===== src/rtl/elevator_sequencer.sv =====
// Directional-sweep elevator car controller producing the 10-bit status word E.
// Optional emergency stop input is compiled in when ELEV_ESTOP_EN is defined.
module elevator_sequencer #(
  parameter int NUM_FLOORS   = 8,
  parameter int MID_FLOOR    = 4,
  parameter int FLOOR_CYCLES = 4,
  parameter int DOOR_CYCLES  = 3,
  parameter int MAX_PENDING  = 6
) (
  input  logic                  clk,
  input  logic                  rst_n,
  input  logic [NUM_FLOORS-1:0] req,
`ifdef ELEV_ESTOP_EN
  input  logic                  estop,
`endif
  output logic [9:0]            E,
  output logic [3:0]            floor,
  output logic                  moving,
  output logic                  door_open,
  output logic [NUM_FLOORS-1:0] pending
);

  localparam logic [1:0] S_IDLE = 2'd0;
  localparam logic [1:0] S_MOVE = 2'd1;
  localparam logic [1:0] S_DOOR = 2'd2;

  localparam int TMAX = (FLOOR_CYCLES > DOOR_CYCLES) ? FLOOR_CYCLES : DOOR_CYCLES;
  localparam int TW   = $clog2(TMAX + 1);

  localparam logic [NUM_FLOORS-1:0] ONE = NUM_FLOORS'(1);

  localparam logic [9:0] E_HANDOFF = 10'h140;
  localparam logic [9:0] E_DONE    = 10'h000;
  localparam logic [9:0] E_MIDDLE  = 10'h0F0;
  localparam logic [9:0] E_ESTOP   = 10'h3FF;

  logic [1:0]            r_state;
  logic                  r_dir;
  logic [3:0]            r_floor;
  logic [TW-1:0]         r_timer;
  logic [NUM_FLOORS-1:0] r_pending;
  logic [9:0]            r_e;

  logic                  w_estop;
  logic [NUM_FLOORS-1:0] w_onehot;
  logic [NUM_FLOORS-1:0] w_above;
  logic [NUM_FLOORS-1:0] w_below;
  logic                  w_here;
  logic [NUM_FLOORS-1:0] w_step_onehot;
  logic [NUM_FLOORS-1:0] w_ahead;

  logic [1:0]            w_state_nx;
  logic                  w_dir_nx;
  logic [3:0]            w_floor_nx;
  logic [TW-1:0]         w_timer_nx;
  logic [NUM_FLOORS-1:0] w_clear;
  logic [NUM_FLOORS-1:0] w_absorb;
  logic [NUM_FLOORS-1:0] w_new;
  logic [NUM_FLOORS-1:0] w_accept;
  logic                  w_drop;
  int                    w_count;
  logic [NUM_FLOORS-1:0] w_pending_nx;
  logic [9:0]            w_e_nx;

`ifdef ELEV_ESTOP_EN
  assign w_estop = estop;
`else
  assign w_estop = 1'b0;
`endif

  function automatic int popcount(input logic [NUM_FLOORS-1:0] v);
    int n;
    n = 0;
    for (int i = 0; i < NUM_FLOORS; i++) begin
      n = n + int'(v[i]);
    end
    return n;
  endfunction

  // Floor masks: the "<= floor" mask wraps to all-ones at the top floor, which is what we want.
  always_comb begin
    w_onehot = ONE << r_floor;
    w_above  = r_pending & ~((w_onehot << 1) - ONE);
    w_below  = r_pending & (w_onehot - ONE);
    w_here   = |(r_pending & w_onehot);
    w_step_onehot = r_dir ? (w_onehot << 1) : (w_onehot >> 1);
    if (r_dir) begin
      w_ahead = r_pending & ~((w_step_onehot << 1) - ONE);
    end else begin
      w_ahead = r_pending & (w_step_onehot - ONE);
    end
  end

  // Car FSM: all decisions look at the registered pending set.
  always_comb begin
    w_state_nx = r_state;
    w_dir_nx   = r_dir;
    w_floor_nx = r_floor;
    w_timer_nx = r_timer;
    w_clear    = '0;
    if (!w_estop) begin
      case (r_state)
        S_IDLE: begin
          if (w_here) begin
            w_state_nx = S_DOOR;
            w_clear    = w_onehot;
            w_timer_nx = TW'(DOOR_CYCLES);
          end else if (|r_pending) begin
            w_dir_nx   = (|w_above) && (r_dir || !(|w_below));
            w_state_nx = S_MOVE;
            w_timer_nx = TW'(FLOOR_CYCLES);
          end
        end
        S_MOVE: begin
          if (r_timer > TW'(1)) begin
            w_timer_nx = r_timer - TW'(1);
          end else begin
            w_floor_nx = r_dir ? (r_floor + 4'd1) : (r_floor - 4'd1);
            if (|(r_pending & w_step_onehot)) begin
              w_state_nx = S_DOOR;
              w_clear    = w_step_onehot;
              w_timer_nx = TW'(DOOR_CYCLES);
            end else if (|w_ahead) begin
              w_timer_nx = TW'(FLOOR_CYCLES);
            end else begin
              w_state_nx = S_IDLE;
              w_timer_nx = '0;
            end
          end
        end
        S_DOOR: begin
          if (|(req & w_onehot)) begin
            w_timer_nx = TW'(DOOR_CYCLES);
          end else if (r_timer > TW'(1)) begin
            w_timer_nx = r_timer - TW'(1);
          end else begin
            w_state_nx = S_IDLE;
            w_timer_nx = '0;
          end
        end
        default: begin
          w_state_nx = S_IDLE;
          w_timer_nx = '0;
        end
      endcase
    end
  end

  // Request latch: a call for the open-door floor is absorbed; capacity fills lowest floors first.
  always_comb begin
    w_absorb = (r_state == S_DOOR) ? w_onehot : '0;
    w_new    = req & ~r_pending & ~w_absorb & ~w_clear;
    w_accept = '0;
    w_drop   = 1'b0;
    w_count  = popcount(r_pending);
    for (int i = 0; i < NUM_FLOORS; i++) begin
      if (w_new[i]) begin
        if (w_count < MAX_PENDING) begin
          w_accept[i] = 1'b1;
          w_count     = w_count + 1;
        end else begin
          w_drop = 1'b1;
        end
      end
    end
    w_pending_nx = (r_pending & ~w_clear) | w_accept;
  end

  // Status word reflects the state being entered on this edge.
  always_comb begin
    if (w_estop) begin
      w_e_nx = E_ESTOP;
    end else if (w_drop) begin
      w_e_nx = E_HANDOFF;
    end else if ((w_state_nx == S_IDLE) && (w_pending_nx == '0)) begin
      w_e_nx = E_DONE;
    end else if ((w_state_nx == S_MOVE) && (w_floor_nx == 4'(MID_FLOOR))) begin
      w_e_nx = E_MIDDLE;
    end else begin
      w_e_nx = {1'b1, 1'b0, w_dir_nx, (w_state_nx == S_DOOR), 2'b00, w_floor_nx};
    end
  end

  always_ff @(posedge clk or negedge rst_n) begin
    if (!rst_n) begin
      r_state   <= S_IDLE;
      r_dir     <= 1'b1;
      r_floor   <= '0;
      r_timer   <= '0;
      r_pending <= '0;
      r_e       <= E_DONE;
    end else begin
      r_state   <= w_state_nx;
      r_dir     <= w_dir_nx;
      r_floor   <= w_floor_nx;
      r_timer   <= w_timer_nx;
      r_pending <= w_pending_nx;
      r_e       <= w_e_nx;
    end
  end

  assign E         = r_e;
  assign floor     = r_floor;
  assign moving    = (r_state == S_MOVE);
  assign door_open = (r_state == S_DOOR);
  assign pending   = r_pending;

endmodule


===== config.mk =====
export PLATFORM = sky130hd
export DESIGN_NAME = elevator_sequencer
export DESIGN_NICKNAME = d
export VERILOG_FILES = /design/src/rtl/elevator_sequencer.sv
export SDC_FILE = /design/constraint.sdc
export NUM_CORES = 1
export LEC_CHECK = 0
export ABC_AREA = 1
export CELL_PAD_IN_SITES_DETAIL_PLACEMENT = 0
export CELL_PAD_IN_SITES_GLOBAL_PLACEMENT = 1
export CORE_MARGIN = 5
export CORE_UTILIZATION = 25
export DETAILED_ROUTE_END_ITERATION = 8
export DONT_BUFFER_PORTS = 1
export HOLD_SLACK_MARGIN = 0.15
export PLACE_DENSITY_LB_ADDON = 0.1
export SYNTH_ARGS = -nofsm -noshare
export SYNTH_HDL_FRONTEND = slang
export SYNTH_SLANG_ARGS = --single-unit

===== constraint.sdc =====
create_clock -name clk -period 7.7 [get_ports clk]
set_clock_uncertainty 0.1 [all_clocks]
set_input_delay 0.385 -clock clk [delete_from_list [all_inputs] [get_ports clk]]
set_output_delay 0.385 -clock clk [all_outputs]
set_load 0.005 [all_outputs]

==> summary.md, run 1 <==
| Metric | Value |
|---|---|
| DRC | 0 |
| Crit path DAT | 7.19 ns |
| Clock sink count | 27 |
| Warnings, synthesis | 0 |
| RSZ-0062 raised after global routing | no |
| Share of layout cells above drive strength 1 | 20.0% |
| Wire length per cell | 17.1 um |
| Synthesized area | 3020 um^2 |
| Hold EP | pending[6] |
| Core region area | 11900 um^2 |
| HPWL after detailed placement | 8.55 mm |
| Avg Synthesized Cell Area | 6.94 um^2 |
| Critical Path Max Stage Delay | 0.51 ns |
| Fin Setup TNS | 0 ns |
| # port buffers | 0 |
| FF-to-FF path depth | 44 |
| CTS clk-pin slew, worst paths | 0.08 ns |
| Vias per cell | 4.85 |
| CTS tree | yes |
| Max H-tree Level | 1 |
| Setup crit end kind | flop |
| Worst rel slew slack | 43.2% |
| Library cells used by synthesis | 44 |
| Outcome | complete, no violations |
| EDFF count, synth | 0 |
| Synth Net Count | 466 |
| Pins Over Slew Limit | 0 |
| RePlAce Congestion | 0.884 |
| Clk_lat worst skew | 0.27 ns |
| Die Ht | 120 um |
| R2R setup slack | 0.56 ns |
| Pin count of the biggest net entering global routing | 28 |
| First-pass GRT wire length | 15.9 mm |
| Die width | 120 um |
| Root buf cell | clkbuf_16 |
| Post-synth top area cell | dfrtp_1 |
| Mapped Cells | 435 |
| Crit Path Class | flop to flop |
| Final hold viol count | 0 |
| Worst reg2reg path endpoint | E[1] |
| Hold WS | 0.432 ns |
| Required time worst endpoint | 7.75 ns |
| Top cells by area, synth | dfrtp_1 (22%), inv_1 (9.5%), nand2_1 (9.5%) |
| Hold depth | 4 |
| Initial antenna violation count | 0 |
| Vias in the first global route | 2863 |
| Most frequent cells in the layout | inv_1 (75), nand2_1 (75), nor2_1 (37), dfrtp_1 (25), inv_2 (21) |
| Detailed Route WL | 10.1 mm |
| Worst-Margin Slew | 0.830 ns |
| FF+latch count, synth | 27 |
| Async S/R FF share, synth | 100% |
| Final setup fails | 0 |
| CP max stage cell | fa_1 |
| Cell mode on critical path | inv_1 |
| Seq/Total Area, Yosys | 22.4% |
| GRT Overall Usage | 14.0% |
| Fin nets | 477 |
| Grt ovf | 0 |
| Area Growth Syn to Fin | 11.7% |
| Startpoint type of the worst setup path | flop |
| R2R Path Start | pending[3] |
| Drt first pass iters | 4 |
| Initial cell density of the core | 25.3% |
| Filler Cell Count | 1320 |
| Fin crit share | 92.7% |
| Max Fanout on Critical Path | 4 |
| Fin crit period | 7.14 ns |
| DRT antenna net count | 0 |
| DR vias | 2873 |
| Num CTS Buffers | 3 |
| Row cnt | 40 |
| Die ar. | 14400 um^2 |
| Max-cap violations | 0 |
| Fmax | 140 MHz |
| IO Count | 34 |
| HP Start | req[6] |
| Post-synth top flop | dfrtp_1 |
| Yosys top cell area share | 21.6% |
| Antenna Cells | 0 |
| Initial drt markers | 147 |
| Clk buf depth | 2 |
| Setup bufs post-CTS | 0 |
| Worst Hold Class | input port to flop |
==> metrics by stage <==
step                      worst slack (ns)  utilization [%]  std cells  instance area [um^2]
final                                0.564             28.3        592                  3370
after global routing                0.0399             28.3        592                  3370
after CTS                            0.318             28.2        592                  3350
after detailed placement             0.353             27.2        586                  3240
after global placement               0.398             27.2        586                  3240
after floorplan                      0.821                -        435                  3020
==> sequential cells by signal, indices dropped and copies added (netlist names) <==
name and cells:
E 9, floor 4, pending 8, r_dir 1
r_state 2, r_timer 3
==> critical path: cells and delay by family, from the launching register on <==
family | cells | cell delay, ns
buffers and inverters | 13 | 0.78
XOR/XNOR | 1 | 0.19
AND/OR/NAND/NOR | 19 | 1.86
adder cells (fa/ha/maj) | 11 | 3.61
flip-flops | 1 | 0.46
==> logic make-up after synthesis <==
| logic type | synth area share [%] |
|---|---|
| mux | 0.373 |
| compound gates | 16.9 |
| xor+xnor | 4.35 |
| fa+ha+maj | 9.95 |
| buf+inv | 12.7 |
| flops | 22.4 |
| simple gates | 33.2 |
==> cells in the mapped netlist (all sizes together), types with 5 or more instances <==
| cell type | number |
|---|---|
| o211ai | 7 |
| ha | 16 |
| a21oi | 17 |
| inv | 96 |
| xnor2 | 5 |
| nand4 | 9 |
| xor2 | 10 |
| nand2 | 86 |
| o221ai | 6 |
| o21ai | 29 |
| nand3 | 37 |
| nor2 | 50 |
| dfrtp | 26 |
| o22ai | 8 |
| fa | 5 |
==> worst max-delay path by stage <==
stage                     startpoint  endpoint  slack (ns)
after floorplan           pending[0]      E[1]        0.82
after CTS                 pending[3]      E[1]        0.32
after global placement    pending[3]      E[1]        0.40
after global routing      pending[3]      E[1]        0.04
final                     pending[3]      E[1]        0.56
after detailed placement  pending[3]      E[1]        0.35
==> cell type report <==
type / count / area, um^2 / area share, %
clock buffers: 3 / 75.1 / 2.23
clock inverters: 1 / 7.51 / 0.223
inverters: 97 / 364 / 10.8
multi-input cells: 307 / 1970 / 58.5
flip-flops and latches: 27 / 678 / 20.1
well taps: 147 / 184 / 5.46
repair buffers: 10 / 90.1 / 2.67
==> per-layer routing <==
| metal | up-vias | track usage [%] | routed length, um |
|---|---|---|---|
| met5 | - | 0 | 0 |
| met4 | 0 | 2.36 | 113 |
| met3 | 11 | 2.07 | 430 |
| met2 | 51 | 22.6 | 4600 |
| met1 | 1364 | 20.2 | 4950 |
| li1 | 1447 | - | - |
==> what timing repair did <==
action / CTS / global route
hold buffers: 2 / 0
endpoints found under the hold margin: 27 / 0
endpoints found under the setup margin: 0 / 8
gates resized for setup: 0 / 5
Power of run 1 is not shown: default switching activity piles up to over one toggle a cycle in this logic, so the estimate is an artifact.
==> run 2: changes to the inputs <==
--- a/config.mk
+++ b/config.mk
@@ -13,7 +13,7 @@
 export DETAILED_ROUTE_END_ITERATION = 8
 export DONT_BUFFER_PORTS = 1
 export HOLD_SLACK_MARGIN = 0.15
-export PLACE_DENSITY_LB_ADDON = 0.1
+export PLACE_DENSITY = 0.46
 export SYNTH_ARGS = -nofsm -noshare
 export SYNTH_HDL_FRONTEND = slang
 export SYNTH_SLANG_ARGS = --single-unit
==> run 2 against run 1 <==
Effect of this change:
- cell area rose by 1.5%
- critical path depth did not move
- core utilization rose by 0.42 points
==> summary.md, run 2 (same netlist as run 1, synthesis figures left out) <==
| Metric | Value |
|---|---|
| Outcome | complete, no violations |
| Max-cap violations | 0 |
| CP max stage cell | fa_1 |
| Vias per cell | 4.85 |
| Required time worst endpoint | 7.75 ns |
| Share of layout cells above drive strength 1 | 21.0% |
| Die ar. | 14400 um^2 |
| CTS tree | yes |
| Pin count of the biggest net entering global routing | 28 |
| RePlAce Congestion | 0.834 |
| Fmax | 141 MHz |
| Worst-Margin Slew | 0.726 ns |
| Most frequent cells in the layout | inv_1 (76), nand2_1 (75), nor2_1 (37), dfrtp_1 (25) |
| DRT antenna net count | 0 |
| Worst rel slew slack | 50.4% |
| Clk_lat worst skew | 0.27 ns |
| Filler Cell Count | 1352 |
| Initial drt markers | 141 |
| Final cell count without fillers | 595 |
| Placed insts | 587 |
| Fin crit period | 7.10 ns |
| R2R setup slack | 0.60 ns |
| Hold WS | 0.405 ns |
| Crit path DAT | 7.15 ns |
| Grt ovf | 0 |
| FF-to-FF path depth | 44 |
| Top routing layer in use | met4 |
| Die Ht | 120 um |
| # port buffers | 0 |
| Fin Setup TNS | 0 ns |
| CTS clk-pin slew, worst paths | 0.07 ns |
| Row cnt | 40 |
| Worst reg2reg path endpoint | E[1] |
| Setup crit end kind | flop |
| M1 wire length | 4.96 mm |
| HPWL after detailed placement | 8.66 mm |
| Commonest non-fill, non-tap cell in the layout | inv_1 |
| FF/Latch Area | 678 um^2 |
| Fin nets | 480 |
| DRC | 0 |
| Core region area | 11900 um^2 |
| Final setup fails | 0 |
| GRT Overall Usage | 14.6% |
| Max Fanout on Critical Path | 4 |
| Crit Path Class | flop to flop |
| Hold depth | 4 |
| Root buf cell | clkbuf_16 |
| Clock sink count | 27 |
| Final hold viol count | 0 |
| Drt first pass iters | 4 |
| Initial antenna violation count | 0 |
| Pins Over Slew Limit | 0 |
| Num CTS Buffers | 3 |
| Max reg flops | 9 |
| Post-DP Area | 3250 um^2 |
| HP Start | req[6] |
| Wire length per cell | 17.1 um |
| DR vias | 2886 |
| Max H-tree Level | 1 |
| Area Growth Syn to Fin | 13.3% |
| R2R Path Start | pending[3] |
| Hold EP | pending[6] |
| Critical Path Max Stage Delay | 0.49 ns |
| Cell mode on critical path | inv_1 |
| Routed wl met2 | 4.61 mm |
| Final Instance Area | 3420 um^2 |
| Die width | 120 um |
| Met3 Wirelength | 549 um |
| Detailed Route WL | 10.2 mm |
| Fin crit share | 92.2% |
| RSZ-0062 raised after global routing | no |
| Clk buf depth | 2 |
| First-pass GRT wire length | 16.6 mm |
| Vias in the first global route | 3012 |
| Startpoint type of the worst setup path | flop |
| Area of the multi-input gates | 2000 um^2 |
| IO Count | 34 |
| Initial cell density of the core | 25.3% |
| Worst Hold Class | input port to flop |
| Antenna Cells | 0 |
==> run 2: cell types whose count changed in the layout (fill, tap and decap cells not counted) <==
| cell | before | now |
|---|---|---|
| xnor2_1 | 5 | 2 |
| buf_4 | 8 | 11 |
| inv_2 | 21 | 20 |
| inv_1 | 75 | 76 |
| nand2_2 | 9 | 8 |
| xnor2_2 | 0 | 3 |
| nand2_4 | 2 | 3 |
==> run 2: critical path: cells and delay by family (launching register included) <==
kind,cells,cell delay [ns]
buf+inv,13,0.83
fa+ha+maj,11,3.64
flops,1,0.45
xor+xnor,1,0.18
simple gates,19,1.79
==> run 2: timing repair <==
action,CTS,global route
hold endpoints to repair,27,0
gates resized for setup,0,8
buffers inserted,0,2
setup endpoints to repair,0,9
hold buffers,2,0
==> run 2: stage by stage <==
stage          setup WS [ns]  utilization, %
2_1_floorplan          0.821               -
5_1_grt               0.0293            28.7
3_5_place_dp           0.411            27.3
3_3_place_gp           0.468            27.3
4_1_cts                0.351            28.2
6_report               0.602            28.7
==> run 2: layout make-up <==
| class | count | area share, % |
|---|---|---|
| multi-input cells | 307 | 58.4 |
| flip-flops and latches | 27 | 19.8 |
| inverters | 97 | 10.6 |
| well taps | 147 | 5.38 |
| repair buffers | 13 | 3.29 |
| clock buffers | 3 | 2.19 |
| clock inverters | 1 | 0.219 |
==> run 2: layer usage <==
layer | global-route usage, % | vias to the layer above
li1 | - | 1450
met1 | 20.9 | 1375
met2 | 23.3 | 55
met3 | 2.64 | 6
met4 | 2.15 | 0
met5 | 0 | -
==> run 2: worst max path at each step <==
stage,start,end,cells past startpoint
2_1_floorplan,pending[0],E[1],44
3_3_place_gp,pending[3],E[1],44
3_5_place_dp,pending[3],E[1],44
4_1_cts,pending[3],E[1],44
5_1_grt,pending[3],E[1],44
6_report,pending[3],E[1],44
Power of run 2 is left out for the same reason.
==> run 3: changes to the inputs <==
--- a/config.mk
+++ b/config.mk
@@ -5,7 +5,6 @@
 export SDC_FILE = /design/constraint.sdc
 export NUM_CORES = 1
 export LEC_CHECK = 0
-export ABC_AREA = 1
 export CELL_PAD_IN_SITES_DETAIL_PLACEMENT = 0
 export CELL_PAD_IN_SITES_GLOBAL_PLACEMENT = 1
 export CORE_MARGIN = 5
@@ -13,7 +12,7 @@
 export DETAILED_ROUTE_END_ITERATION = 8
 export DONT_BUFFER_PORTS = 1
 export HOLD_SLACK_MARGIN = 0.15
-export PLACE_DENSITY = 0.46
+export PLACE_DENSITY = 0.45
 export SYNTH_ARGS = -nofsm -noshare
 export SYNTH_HDL_FRONTEND = slang
 export SYNTH_SLANG_ARGS = --single-unit
==> run 3 against run 2 <==
Effect of this change:
- the flow now finishes with violations (setup timing)
- cell count is 21% higher
- setup slack worse by 0.75 ns
- maximum frequency is 9.5% lower
- register-to-register slack worse by 0.75 ns
- synthesized area is 16% higher
- via count is 31% higher
- core utilization is 5.5 points higher
- cell area is 38% higher
- die area is 15% higher
- sequential cell count stayed put
==> summary.md, run 3 <==
| Metric | Value |
|---|---|
| Worst Hold Class | flop to flop |
| Crit path DAT | 7.89 ns |
| Area Growth Syn to Fin | 35.1% |
| Pin count of the biggest net entering global routing | 36 |
| EDFF count, synth | 0 |
| Failing checks | setup timing |
| First-pass GRT wire length | 21.2 mm |
| RePlAce Congestion | 0.859 |
| CTS clk-pin slew, worst paths | 0.07 ns |
| FF+latch count, synth | 27 |
| Max Fanout on Critical Path | 5 |
| Final hold viol count | 0 |
| Mapped Cells | 462 |
| Fin crit share | 102% |
| Fin nets | 572 |
| Outcome | finished, violations left |
| CTS tree | yes |
| Warnings, synthesis | 0 |
| Num CTS Buffers | 3 |
| RSZ-0062 raised after global routing | yes |
| DRT antenna net count | 0 |
| GRT Overall Usage | 16.4% |
| Area of the multi-input gates | 2830 um^2 |
| DRC | 0 |
| Initial antenna violation count | 0 |
| Synth cell count leaders | nand2_1 (44), nor2_1 (42), o21ai_0 (38), a21oi_1 (32), inv_1 (31) |
| Share of layout cells above drive strength 1 | 32.4% |
| Pins Over Slew Limit | 0 |
| Library cells used by synthesis | 80 |
| Fmax | 127 MHz |
| Post-synth top flop | dfrtp_1 |
| Wire length per cell | 19.3 um |
| Fin Setup TNS | -0.969 ns |
| Setup WS pre-CTS | -0.460 ns |
| Avg Synthesized Cell Area | 7.57 um^2 |
| Critical Path Max Stage Delay | 0.56 ns |
| Startpoint type of the worst setup path | flop |
| Top cells by area, synth | dfrtp_1 (19%), ha_1 (5.7%), o21ai_0 (5.4%) |
| Max H-tree Level | 1 |
| DR vias | 3785 |
| Die width | 128 um |
| Max reg flops | 9 |
| Async S/R FF share, synth | 100% |
| Row cnt | 43 |
| Required time worst endpoint | 7.75 ns |
| # port buffers | 0 |
| Drt first pass iters | 6 |
| CP max stage cell | fa_1 |
| Cell mode on critical path | fa_1 |
| Crit Path Class | flop to flop |
| Commonest non-fill, non-tap cell in the layout | buf_4 |
| Clk buf depth | 2 |
| Antenna Cells | 0 |
| HPWL after detailed placement | 10.7 mm |
| Synthesized area | 3500 um^2 |
| Clock sink count | 27 |
| Detailed Route WL | 13.9 mm |
| IO Count | 34 |
| FF/Latch Area | 677 um^2 |
| Initial cell density of the core | 25.3% |
| Die Ht | 128 um |
| Final worst slack | -0.146 ns |
| Clk_lat worst skew | 0.27 ns |
| Vias in the first global route | 3593 |
| Fin crit period | 7.85 ns |
| Setup crit end kind | flop |
| Filler Cell Count | 1432 |
| Die ar. | 16500 um^2 |
| Grt ovf | 0 |
| Yosys top cell area share | 18.6% |
| Vias per cell | 5.26 |
| Most frequent cell after synthesis | nand2_1 |
| Final setup fails | 10 |
| Synth Net Count | 493 |
| Core region area | 13800 um^2 |
| Worst-Margin Slew | 0.672 ns |
| Max-cap violations | 0 |
| FF-to-FF path depth | 33 |
| Initial drt markers | 306 |
| Most frequent cells in the layout | buf_4 (94), nand2_1 (43), o21ai_0 (36), nor2_1 (35), a21oi_1 (30) |
| Post-synth top area cell | dfrtp_1 |
| Hold depth | 1 |
| Root buf cell | clkbuf_16 |
| Worst rel slew slack | 55.2% |
| Seq/Total Area, Yosys | 19.3% |
==> run 3: cell types whose count changed after synthesis, moves of 15 or more <==
| cell | previous run | this run |
|---|---|---|
| nand2_1 | 76 | 44 |
| inv_2 | 20 | 1 |
| a21oi_1 | 17 | 32 |
| nand3_2 | 18 | 0 |
| o21ai_0 | 20 | 38 |
| inv_1 | 76 | 31 |
==> run 3: path summary, 6_finish.rpt <==
kind | slack (ns) | end | startpoint
min reg2reg | 0.40 | r_timer[0] | r_timer[0]
max in group asynchronous | 6.82 | r_dir | rst_n
min in group asynchronous | 0.45 | E[8] | rst_n
min | 0.40 | r_timer[0] | r_timer[0]
max reg2reg | -0.15 | E[6] | pending[1]
max | -0.15 | E[6] | pending[1]
==> run 3: routing by layer <==
metal / routed length (um) / up-vias / track usage (%)
met5: 0 / - / 0
met4: 179 / 0 / 2.93
met3: 500 / 10 / 1.71
met2: 6920 / 81 / 28.3
met1: 6270 / 1842 / 22.2
li1: - / 1852 / -
==> run 3: stage by stage <==
step / util [%] / instance area [um^2] / std cells / hold slack (ns)
floorplan: - / 3590 / 462 / -0.0106
global placement: 30.7 / 4250 / 691 / -0.00999
detailed placement: 30.7 / 4250 / 691 / -0.0101
CTS: 33.3 / 4600 / 711 / 0.403
global route: 34.2 / 4730 / 720 / 0.445
finish: 34.2 / 4730 / 720 / 0.398
==> run 3: layout make-up <==
class / instances / share of cell area, %
clock buffers: 3 / 1.59
clock inverters: 1 / 0.185
inverters: 33 / 2.62
multi-input cells: 376 / 59.8
flip-flops and latches: 27 / 14.3
well taps: 180 / 4.77
repair buffers: 100 / 16.7
==> run 3: critical path: cells and delay by family, from the launching register on <==
family | cells | cell delay, ns
AO/OA/AOI/OAI | 9 | 1.72
flip-flops | 1 | 0.36
buffers and inverters | 3 | 0.17
multiplexers | 2 | 0.31
XOR/XNOR | 3 | 0.52
adder cells (fa/ha/maj) | 8 | 2.81
AND/OR/NAND/NOR | 8 | 1.73
==> run 3: cell families after synthesis <==
group | synth area share (%)
buffers and inverters | 7.51
adders and majority gates | 8.58
xor gates and xnor gates | 4.01
DFF | 19.3
and+or+nand+nor | 26.2
AOI/OAI and AO/OA | 29.0
muxes | 5.40
==> run 3: what timing repair did <==
action,4_1_cts,5_1_grt
resized for setup,26,10
setup endpoints to repair,10,11
pin swaps,17,5
setup buffers,14,9
hold buffers,2,0
hold endpoints to repair,27,0
Power of run 3 is left out for the same reason.
